--- config.mk ---
export PLATFORM = sky130hd
export DESIGN_NAME = al_ram_reader_flat
export DESIGN_NICKNAME = d
export VERILOG_FILES = /design/src/rtl/al_ram_reader_if.sv /design/src/rtl/al_ram_reader.sv /design/src/flat_wrapper.sv
export SDC_FILE = /design/constraint.sdc
export NUM_CORES = 1
export LEC_CHECK = 0
export ABC_AREA = 1
export CORE_MARGIN = 2
export CORE_UTILIZATION = 65
export CTS_CLUSTER_DIAMETER = 100
export DETAILED_ROUTE_END_ITERATION = 12
export DONT_BUFFER_PORTS = 1
export GPL_ROUTABILITY_DRIVEN = 0
export PLACE_DENSITY = 0.87
export SETUP_SLACK_MARGIN = 0.05
export SLEW_MARGIN = 20
export SYNTH_ARGS = -nofsm -noshare
export SYNTH_HDL_FRONTEND = slang
export SYNTH_SLANG_ARGS = --single-unit
--- constraint.sdc ---
create_clock -name clk -period 3.8 [get_ports clk]
set_input_delay 0.57 -clock clk [delete_from_list [all_inputs] [get_ports clk]]
set_output_delay 0.57 -clock clk [all_outputs]
set_load 0.02 [all_outputs]
--- src/rtl/al_ram_reader_if.sv ---
// al_ram_reader_if: drain request, RAM read port and symbol output stream of one aligned-RAM reader
interface al_ram_reader_if #(parameter int N = 128, parameter int BitAddr = $clog2(N));
  logic start;
  logic [BitAddr:0] len;
  logic [BitAddr:0] rd_addr;
  logic [2:0] ram_data;
  logic [2:0] out_code;
  logic [7:0] out_char;
  logic out_valid;
  logic out_ready;
  logic busy;
  logic done;
  modport master (input start, len, ram_data, out_ready, output rd_addr, out_code, out_char, out_valid, busy, done);
  modport slave (output start, len, ram_data, out_ready, input rd_addr, out_code, out_char, out_valid, busy, done);
endinterface

--- src/rtl/al_ram_reader.sv ---
// al_ram_reader: walks an aligned-sequence RAM from index 0 and streams each symbol as ASCII over valid/ready
module al_ram_reader #(parameter int N = 128, parameter int BitAddr = $clog2(N)) (
  input logic clk,
  input logic rst,
  al_ram_reader_if.master bus
);
  localparam int W = BitAddr + 1;
  localparam logic [W-1:0] NMAX = W'(N);
  typedef enum logic [2:0] {IDLE, ADDR, DATA, HOLD, FIN} state_t;
  state_t state_q, state_d;
  logic [W-1:0] idx_q, idx_d, cnt_max_q, cnt_max_d;
  logic [2:0] out_code_q, out_code_d;
  logic [7:0] out_char_q, out_char_d, dec;
  always_comb
    dec = bus.ram_data == 3'd0 ? 8'h41 :
          bus.ram_data == 3'd1 ? 8'h43 :
          bus.ram_data == 3'd2 ? 8'h47 :
          bus.ram_data == 3'd3 ? 8'h54 :
          bus.ram_data == 3'd4 ? 8'h2D : 8'h3F;
  always_comb begin
    state_d = state_q;
    idx_d = idx_q;
    cnt_max_d = cnt_max_q;
    out_code_d = out_code_q;
    out_char_d = out_char_q;
    case (state_q)
      IDLE: if (bus.start) begin
        cnt_max_d = bus.len > NMAX ? NMAX : bus.len;
        idx_d = '0;
        state_d = bus.len == '0 ? FIN : ADDR;
      end
      ADDR: state_d = DATA;
      DATA: begin
        out_code_d = bus.ram_data;
        out_char_d = dec;
        state_d = HOLD;
      end
      HOLD: if (bus.out_ready) begin
        state_d = idx_q == cnt_max_q - 1'b1 ? FIN : ADDR;
        idx_d = idx_q == cnt_max_q - 1'b1 ? idx_q : idx_q + 1'b1;
      end
      FIN: begin
        idx_d = '0;
        state_d = IDLE;
      end
      default: state_d = IDLE;
    endcase
  end
  always_ff @(posedge clk or posedge rst)
    if (rst) begin
      state_q <= IDLE;
      idx_q <= '0;
      cnt_max_q <= '0;
      out_code_q <= '0;
      out_char_q <= '0;
    end else begin
      state_q <= state_d;
      idx_q <= idx_d;
      cnt_max_q <= cnt_max_d;
      out_code_q <= out_code_d;
      out_char_q <= out_char_d;
    end
  assign bus.rd_addr = idx_q;
  assign bus.out_code = out_code_q;
  assign bus.out_char = out_char_q;
  assign bus.out_valid = state_q == HOLD;
  assign bus.busy = state_q != IDLE;
  assign bus.done = state_q == FIN;
endmodule

--- src/flat_wrapper.sv ---
// flat-port wrapper written by rule: the top's interface ports become plain ports
module al_ram_reader_flat 
#(parameter int N = 128, parameter int BitAddr = $clog2(N))
  (clk, rst, bus_start, bus_len, bus_ram_data, bus_out_ready, bus_rd_addr, bus_out_code, bus_out_char, bus_out_valid, bus_busy, bus_done);
  al_ram_reader_if #(.N(N), .BitAddr(BitAddr)) bus_i ();
  input logic clk;
  input logic rst;
  input wire logic [$bits(bus_i.start)-1:0] bus_start;
  input wire logic [$bits(bus_i.len)-1:0] bus_len;
  input wire logic [$bits(bus_i.ram_data)-1:0] bus_ram_data;
  input wire logic [$bits(bus_i.out_ready)-1:0] bus_out_ready;
  output wire logic [$bits(bus_i.rd_addr)-1:0] bus_rd_addr;
  output wire logic [$bits(bus_i.out_code)-1:0] bus_out_code;
  output wire logic [$bits(bus_i.out_char)-1:0] bus_out_char;
  output wire logic [$bits(bus_i.out_valid)-1:0] bus_out_valid;
  output wire logic [$bits(bus_i.busy)-1:0] bus_busy;
  output wire logic [$bits(bus_i.done)-1:0] bus_done;
  assign bus_i.start = bus_start;
  assign bus_i.len = bus_len;
  assign bus_i.ram_data = bus_ram_data;
  assign bus_i.out_ready = bus_out_ready;
  assign bus_rd_addr = bus_i.rd_addr;
  assign bus_out_code = bus_i.out_code;
  assign bus_out_char = bus_i.out_char;
  assign bus_out_valid = bus_i.out_valid;
  assign bus_busy = bus_i.busy;
  assign bus_done = bus_i.done;
  al_ram_reader #(.N(N), .BitAddr(BitAddr)) u_core (.clk(clk), .rst(rst), .bus(bus_i));
endmodule
* Word level (Yosys, flattened, before mapping)
Cells that the tools add are included.
Word-level totals: bits in registers 30, input port bits 15, output and inout bits 22, logic and storage cells 43
Cells by class: $add $sub $neg 2, order comparisons 1, equality and inequality tests 12, muxes and demuxes 15, reductions and logical operators 8
Operators with widths (number):
- $mux W8 | 8
- $pmux W8 S3 | 1
- $eq A3 B2 Y1 const B | 4
- $mux W3 | 4
- $pmux W3 S4 | 1
- $add A8 B1 Y8 const B | 1
- $eq A8 B8 Y1 | 1
- $gt A8 B8 Y1 const B | 1
- $logic_not A8 Y1 | 1
- $sub A8 B1 Y8 const B | 1
- $eq A3 B1 Y1 const B | 2
- $eq A3 B3 Y1 const B | 2
- $logic_not A3 Y1 | 2
- $ne A2 B2 Y1 const B | 3
- $reduce_bool A3 Y1 | 2
- $mux W5 | 1
- $reduce_and A2 Y1 | 2
- $reduce_and A4 Y1 | 1

* Longest topological paths before layout
Gate-level depths: netlist of the first run.
depth after elaboration 6, gate-level depth with buffers 16, depth with buffers taken out 16

* Worst setup path after synthesis of the first run
OpenSTA, ideal clock, no wires.
kind reg-to-reg, from register u_core.cnt_max_q[0], to register u_core.idx_q[2] (netlist: u_core.bus.rd_addr[2]), setup time 0.065 ns, arrival 1.561 ns, required time 3.735 ns, setup slack 2.174 ns, stages on the path, launching flop included 15, path buffers 0, period minus slack after synthesis 1.626 ns, path through dfrtp_1 > inv_2 > ha_1 > nand3_1 > nor2_1 > nand2_1 > nand3_1 > nand2_1 > nor2_2 > nand2_2 > nand2_4 > nand2_8 > nand2_8 > nand2_1 > nand2_1
On the way: cells in the longest elaborated chain, start to end 4
Ends and longest elaborated chain:
- start, declared | RTL line al_ram_reader.sv:11 | logic [W-1:0] idx_q, idx_d, cnt_max_q, cnt_max_d;
- start signal, assigned | RTL line al_ram_reader.sv:59 | cnt_max_q <= cnt_max_d;
- $sub A8 B1 Y8 | RTL line al_ram_reader.sv:40 | idx_d = idx_q == cnt_max_q - 1'b1 ? idx_q : idx_q + 1'b1;
- $eq A8 B8 Y1 | RTL line al_ram_reader.sv:40
- $ne A2 B2 Y1 (no line)
- $reduce_and A4 Y1 (no line)
- end signal, assigned | RTL line al_ram_reader.sv:58 | idx_q <= idx_d;
- end, declared | RTL line al_ram_reader.sv:11
No other way between the ends. A chain may end at the register's enable or synchronous reset.

* Worst setup path in the final report of the first run
from register u_core.state_q[2], to output port bus_out_valid
On the way: cells in the longest elaborated chain, start to end 1
Ends and longest elaborated chain:
- start, declared | RTL line al_ram_reader.sv:10 | state_t state_q, state_d;
- start signal, assigned | RTL line al_ram_reader.sv:57 | state_q <= state_d;
- $eq A3 B2 Y1 | RTL line al_ram_reader.sv:66 | assign bus.out_valid = state_q == HOLD;
- end, declared | RTL line flat_wrapper.sv:15 | output wire logic [$bits(bus_i.out_valid)-1:0] bus_out_valid;
No other way between the ends.

==> flow_metrics.tcl, run 1 <==
set metrics [dict create \
    status "finished clean" \
    viasPerCell 5.57 \
    drt_wl_total_mm 3.50 \
    dp_hpwl_mm 2.71 \
    core_sq_mm 0.00248 \
    syn-num-nets 249 \
    drc 0 \
    grt_pass1_wl_mm 5.69 \
    finalCriticalPeriod_ns 2.14 \
    cts_hold_buf 0 \
    antenna_found_initial 0 \
    multi_input_area_sq_um 853 \
    row_count 18 \
    cts_resized 0 \
    grt_max_degree 29 \
    n_antenna_cell 0 \
    end_kind "output pin" \
    synthCells 232 \
    switching_share 0.489 \
    numCtsBuffers 3 \
    fin_setup_tns_ns 0 \
    internal-power_uw 758 \
    cpMaxStageDelayCell "dfrtp_1" \
    seq_area_sq_um 701 \
    h-tree-depth 1 \
    cts.sinks 28 \
    syn_avg_cell_area_sq_um 7.33 \
    final_layout_size_suffix_gt1_frac 0.0862 \
    p_sw_uw 726 \
    drtAntennaViolNets 0 \
    syn_area_sq_mm 0.00170 \
    slew-limit-headroom 0.611 \
    place_ws_ns 1.94 \
    cts-root-buf "clkbuf_4" \
    maxCapViolations 0 \
    cts_setup_buffers 0 \
    fin_ws_ns 1.66 \
    ios 37 \
    start_kind "register" \
    io_buffer_count 0 \
    seq_area_frac_synth 0.412 \
    first_pass_iters 4 \
    finalSetupViolCount 0 \
    start_util 0.687 \
    power_frac_comb 0.474 \
    synth.distinct_cells 30 \
    leakage_uw 0.000899 \
    die_h_um 55.2 \
    skew_ns 0.00734 \
    finalHoldViolations 0 \
    fillers 211 \
    cp.required_ns 3.23 \
    layout_common_cells "nand2_1 (72), nand3_1 (29), dfrtp_1 (28), nor2_1 (25), inv_1 (20)" \
    period_share 0.562 \
    synth-seq-cells 28 \
    tightest_slew_ns 0.583 \
    arrival_ns 1.57 \
    max_stage_delay_ns 0.49 \
    path_class "reg2out" \
    clock_latency_ns 0.34 \
    power_frac_seq 0.390 \
    fp.dieW_um 55.2 \
    slew_violations 0 \
    cts_tree "done" \
    fmax_mhz 468 \
    grt_setup_unrepaired "no" \
    hp-class "in2async" \
    cp_max_fo 11 \
    grt_use_total 0.261 \
    ys_warn_count 0 \
    clk_pin_slew_ns 0.16 \
    gr-total-overflow 0 \
    grt_pass1_vias 1317 \
    vias 1460 \
    powerDensity_mw_per_mm2 840 \
    worstPathCellList "inv_2 -> nand3_1 -> inv_1" \
    final_common_cell "nand2_1" \
    power_frac_clock 0.136 \
    cts_max_path_buffers 2 \
    die-area_sq_mm 0.00304 \
    nNetsFinal 250 \
    vdd_drop_max_mv 0.594 \
    area_growth_syn_to_layout_pct 3.82 \
    drtIter0Drc 31 \
    total_power_uw 1480 \
    wl_per_cell_um 13.4 \
]
area by class of cell:
| class | count | area share |
|---|---|---|
| tap | 30 | 0.0212 |
| clock inverter | 1 | 0.0170 |
| sequential | 28 | 0.397 |
| inverter | 29 | 0.0694 |
| multi-input combinational | 171 | 0.483 |
| clock buffer | 3 | 0.0127 |
registers in the layout, summed over array words and instances, names as in the netlist:
name,cells
u_core.bus.rd_addr,8
u_core.cnt_max_q,8
u_core.bus.out_char,6
u_core.bus.out_code,3
u_core.state_q,3
worst paths after layout:
check | start | endpoint | slack (ns) | cells after the start
max in group asynchronous | rst | u_core.bus.rd_addr[2] | 3.27 | 1
max | u_core.state_q[2] | bus_out_valid | 1.66 | 3
max reg2reg | u_core.state_q[2] | u_core.bus.rd_addr[0] | 1.90 | 8
min | rst | u_core.bus.out_char[5] | 0.14 | 1
min reg2reg | u_core.cnt_max_q[7] | u_core.cnt_max_q[7] | 0.55 | 2
min in group clk | bus_ram_data[0] | u_core.bus.out_code[0] | 0.34 | 2
through the flow:
step / instances / instance area (sq um) / util / hold slack [ns]
after CTS: 262 / 1770 / 0.713 / 0.345
after floorplan: 232 / 1700 / - / 0.505
after detailed placement: 258 / 1710 / 0.692 / 0.532
after global placement: 258 / 1710 / 0.692 / 0.522
after global routing: 262 / 1770 / 0.713 / 0.191
final: 262 / 1770 / 0.713 / 0.144
critical path: cells and delay by family (launching register included):
family,cells,cell delay [ns]
buffers and inverters,2,0.45
flip-flops,1,0.49
AND/OR/NAND/NOR,1,0.29
layer usage:
layer | track usage | part of all wire | vias to the layer above
met5 | 0 | 0 | -
met1 | 0.329 | 0.42 | 669
met4 | 0.0691 | 0.017 | 0
met2 | 0.464 | 0.50 | 53
li1 | - | - | 730
met3 | 0.0430 | 0.061 | 8
power groups by stage:
stage / sequential [uW] / combinational [uW] / clock, uW
2_1_floorplan: 555 / 610 / 0
3_3_place_gp: 585 / 678 / 0
3_5_place_dp: 586 / 700 / 0
4_1_cts: 580 / 705 / 201
5_1_grt: 593 / 803 / 213
6_report: 579 / 703 / 202
cell usage after synthesis:
master	count	area [sq um]
inv_2	6	22.5
nor3_1	1	5.00
o21a_1	3	22.5
dfrtp_1	28	701
o21ai_1	1	5.00
a21oi_1	2	10.0
o21ai_0	11	55.1
nand2_1	72	270
or2_1	1	6.26
buf_4	2	15.0
o211ai_1	1	7.51
nand2_8	2	40.0
nand3_1	29	145
nor2_1	25	93.8
bufinv_8	1	17.5
buf_2	2	10.0
nor3_4	1	16.3
nand3b_1	1	7.51
nand2_4	1	11.3
nand4_1	1	6.26
nor4_1	2	12.5
clkinv_1	1	3.75
nand2_2	1	6.26
inv_1	21	78.8
nor3b_1	2	15.0
xnor2_1	2	17.5
nor2_2	3	18.8
ha_1	2	25.0
conb_1	1	3.75
xor2_1	6	52.6
logic make-up (layout without fill, tap and decap cells):
family / Yosys count / count (layout) / share of synthesized area
and+or+nand+nor: 142 / 142 / 0.385
AOI/OAI and AO/OA: 18 / 18 / 0.0588
other: 1 / 1 / 0.00220
DFF: 28 / 28 / 0.412
buffers and inverters: 33 / 33 / 0.0868
xor gates and xnor gates: 8 / 8 / 0.0412
adders and majority gates: 2 / 2 / 0.0147
Power figures use the tool's default switching activity.
==> run 2: changes to the inputs <==
CORE_UTILIZATION = 62   (was 65)
PLACE_DENSITY = 0.84   (was 0.87)
clock period = 2.2 ns   (was 3.8 ns; I/O delays follow)
==> flow_metrics.tcl, run 2 (synthesized netlist as in run 1, its figures left out) <==
set metrics [dict create \
    fin_area_sq_mm 0.00179 \
    slew_violations 0 \
    status "finished clean" \
    fp.dieW_um 56.4 \
    drtAntennaViolNets 0 \
    cts_setup_buffers 0 \
    power_frac_comb 0.482 \
    power_frac_clock 0.130 \
    h-tree-depth 1 \
    path_class "reg2reg" \
    n_antenna_cell 0 \
    powerDensity_mw_per_mm2 1440 \
    layout_common_cells "nand2_1 (72), nand3_1 (29), dfrtp_1 (28), nor2_1 (25), inv_1 (21)" \
    core_sq_mm 0.00254 \
    clock_latency_ns 0.32 \
    clk_pin_slew_ns 0.15 \
    cpMaxStageDelayCell "dfrtp_1" \
    p_sw_uw 1250 \
    grt_setup_unrepaired "no" \
    finalCriticalPeriod_ns 1.84 \
    drt_wl_total_mm 3.52 \
    leakage_uw 0.000914 \
    arrival_ns 2.11 \
    final_layout_size_suffix_gt1_frac 0.0894 \
    placed_area_sq_mm 0.00173 \
    final_common_cell "nand2_1" \
    ios 37 \
    max_stage_delay_ns 0.44 \
    antenna_found_initial 0 \
    hp-class "in2reg" \
    wl_per_cell_um 13.3 \
    cp.required_ns 2.47 \
    path_common_cell "nand2_1" \
    io_buffer_count 0 \
    first_pass_iters 4 \
    cts_max_path_buffers 2 \
    end_kind "register" \
    cts-root-buf "clkbuf_4" \
    cts_resized 0 \
    die-area_sq_mm 0.00318 \
    period_share 0.836 \
    vias 1469 \
    cp_max_fo 9 \
    grt_pass1_wl_mm 6.22 \
    cts_tree "done" \
    dp_hpwl_mm 2.64 \
    start_kind "register" \
    internal-power_uw 1320 \
    power_frac_seq 0.388 \
    cts_hold_buf 1 \
    start_util 0.669 \
    viasPerCell 5.54 \
    vdd_drop_max_mv 0.996 \
    area_growth_syn_to_layout_pct 5.29 \
    gr-total-overflow 0 \
    maxCapViolations 0 \
    drtIter0Drc 61 \
    fin_setup_tns_ns 0 \
    worstPathCellList "inv_2 -> ha_1 -> nand3_1 -> nor2_1 -> nand2_1 -> nand3_1 -> nand2_1 -> nor2_2 -> nand2_2 -> nand2_4 -> nand2_8 -> nand2_8 -> nand2_1 -> nand2_1" \
    skew_ns 0.00596 \
    grt_use_total 0.241 \
    fmax_mhz 544 \
    row_count 18 \
    cts.sinks 28 \
    grt_max_degree 29 \
    switching_share 0.486 \
    grt_pass1_vias 1463 \
    nNetsFinal 253 \
    drc 0 \
    finalSetupViolCount 0 \
    finalHoldViolations 0 \
    fillers 199 \
    numCtsBuffers 3 \
    die_h_um 56.4 \
]
run 2: cell types whose count changed in the layout (fill, tap and decap cells not counted):
cell,change
buf_4,+2
dlygate4sd3_1,+1
inv_1,+1
inv_2,-1
run 2: final timing paths:
check / cells after the start / from / slack, ns / end
max in group asynchronous: 3 / rst / 1.43 / u_core.cnt_max_q[0]
max reg2reg: 14 / u_core.cnt_max_q[0] / 0.36 / u_core.bus.rd_addr[2]
min: 2 / bus_ram_data[0] / 0.13 / u_core.bus.out_code[0]
min in group asynchronous: 3 / rst / 0.49 / u_core.bus.rd_addr[5]
max: 14 / u_core.cnt_max_q[0] / 0.36 / u_core.bus.rd_addr[2]
min reg2reg: 2 / u_core.cnt_max_q[7] / 0.56 / u_core.cnt_max_q[7]
run 2: worst max-delay path, delay by kind of cell, from the launching register on:
| kind | cells | cell delay [ns] |
|---|---|---|
| fa+ha+maj | 1 | 0.21 |
| buf+inv | 1 | 0.10 |
| simple gates | 12 | 1.03 |
| flops | 1 | 0.44 |
run 2: final cells by class:
| class | count | area (sq um) | share of cell area |
|---|---|---|---|
| Clock buffer | 3 | 22.5 | 0.0126 |
| Inverter | 29 | 123 | 0.0684 |
| Clock inverter | 1 | 30.0 | 0.0168 |
| Timing Repair Buffer | 3 | 25.0 | 0.0140 |
| Sequential cell | 28 | 701 | 0.391 |
| Tap cell | 30 | 37.5 | 0.0209 |
| Multi-Input combinational cell | 171 | 853 | 0.476 |
run 2: through the flow:
step           instances  utilization  total power, uW  setup WS, ns  hold slack, ns
6_report             265        0.704             2580         0.361           0.131
5_1_grt              265        0.704             2800         0.156           0.117
4_1_cts              265        0.704             2580         0.348           0.128
3_5_place_dp         260        0.679             2240         0.387           0.306
3_3_place_gp         260        0.679             2200         0.417           0.301
2_1_floorplan        232            -             2010         0.574           0.395
run 2: metal layers:
metal / global-route usage / routed length [um] / vias to the layer above / part of all wire
met5: 0 / 0 / - / 0
met4: 0.0544 / 34 / 0 / 0.0097
met3: 0.0346 / 173 / 4 / 0.049
met2: 0.424 / 1730 / 34 / 0.49
met1: 0.314 / 1580 / 696 / 0.45
li1: - / - / 735 / -
run 2: power groups by stage:
| stage | Combinational (uW) | Sequential [uW] | Clock, uW |
|---|---|---|---|
| after floorplan | 1050 | 959 | 0 |
| after global placement | 1190 | 1010 | 0 |
| after detailed placement | 1230 | 1010 | 0 |
| after CTS | 1240 | 1000 | 339 |
| after global routing | 1410 | 1030 | 363 |
| final | 1240 | 1000 | 335 |
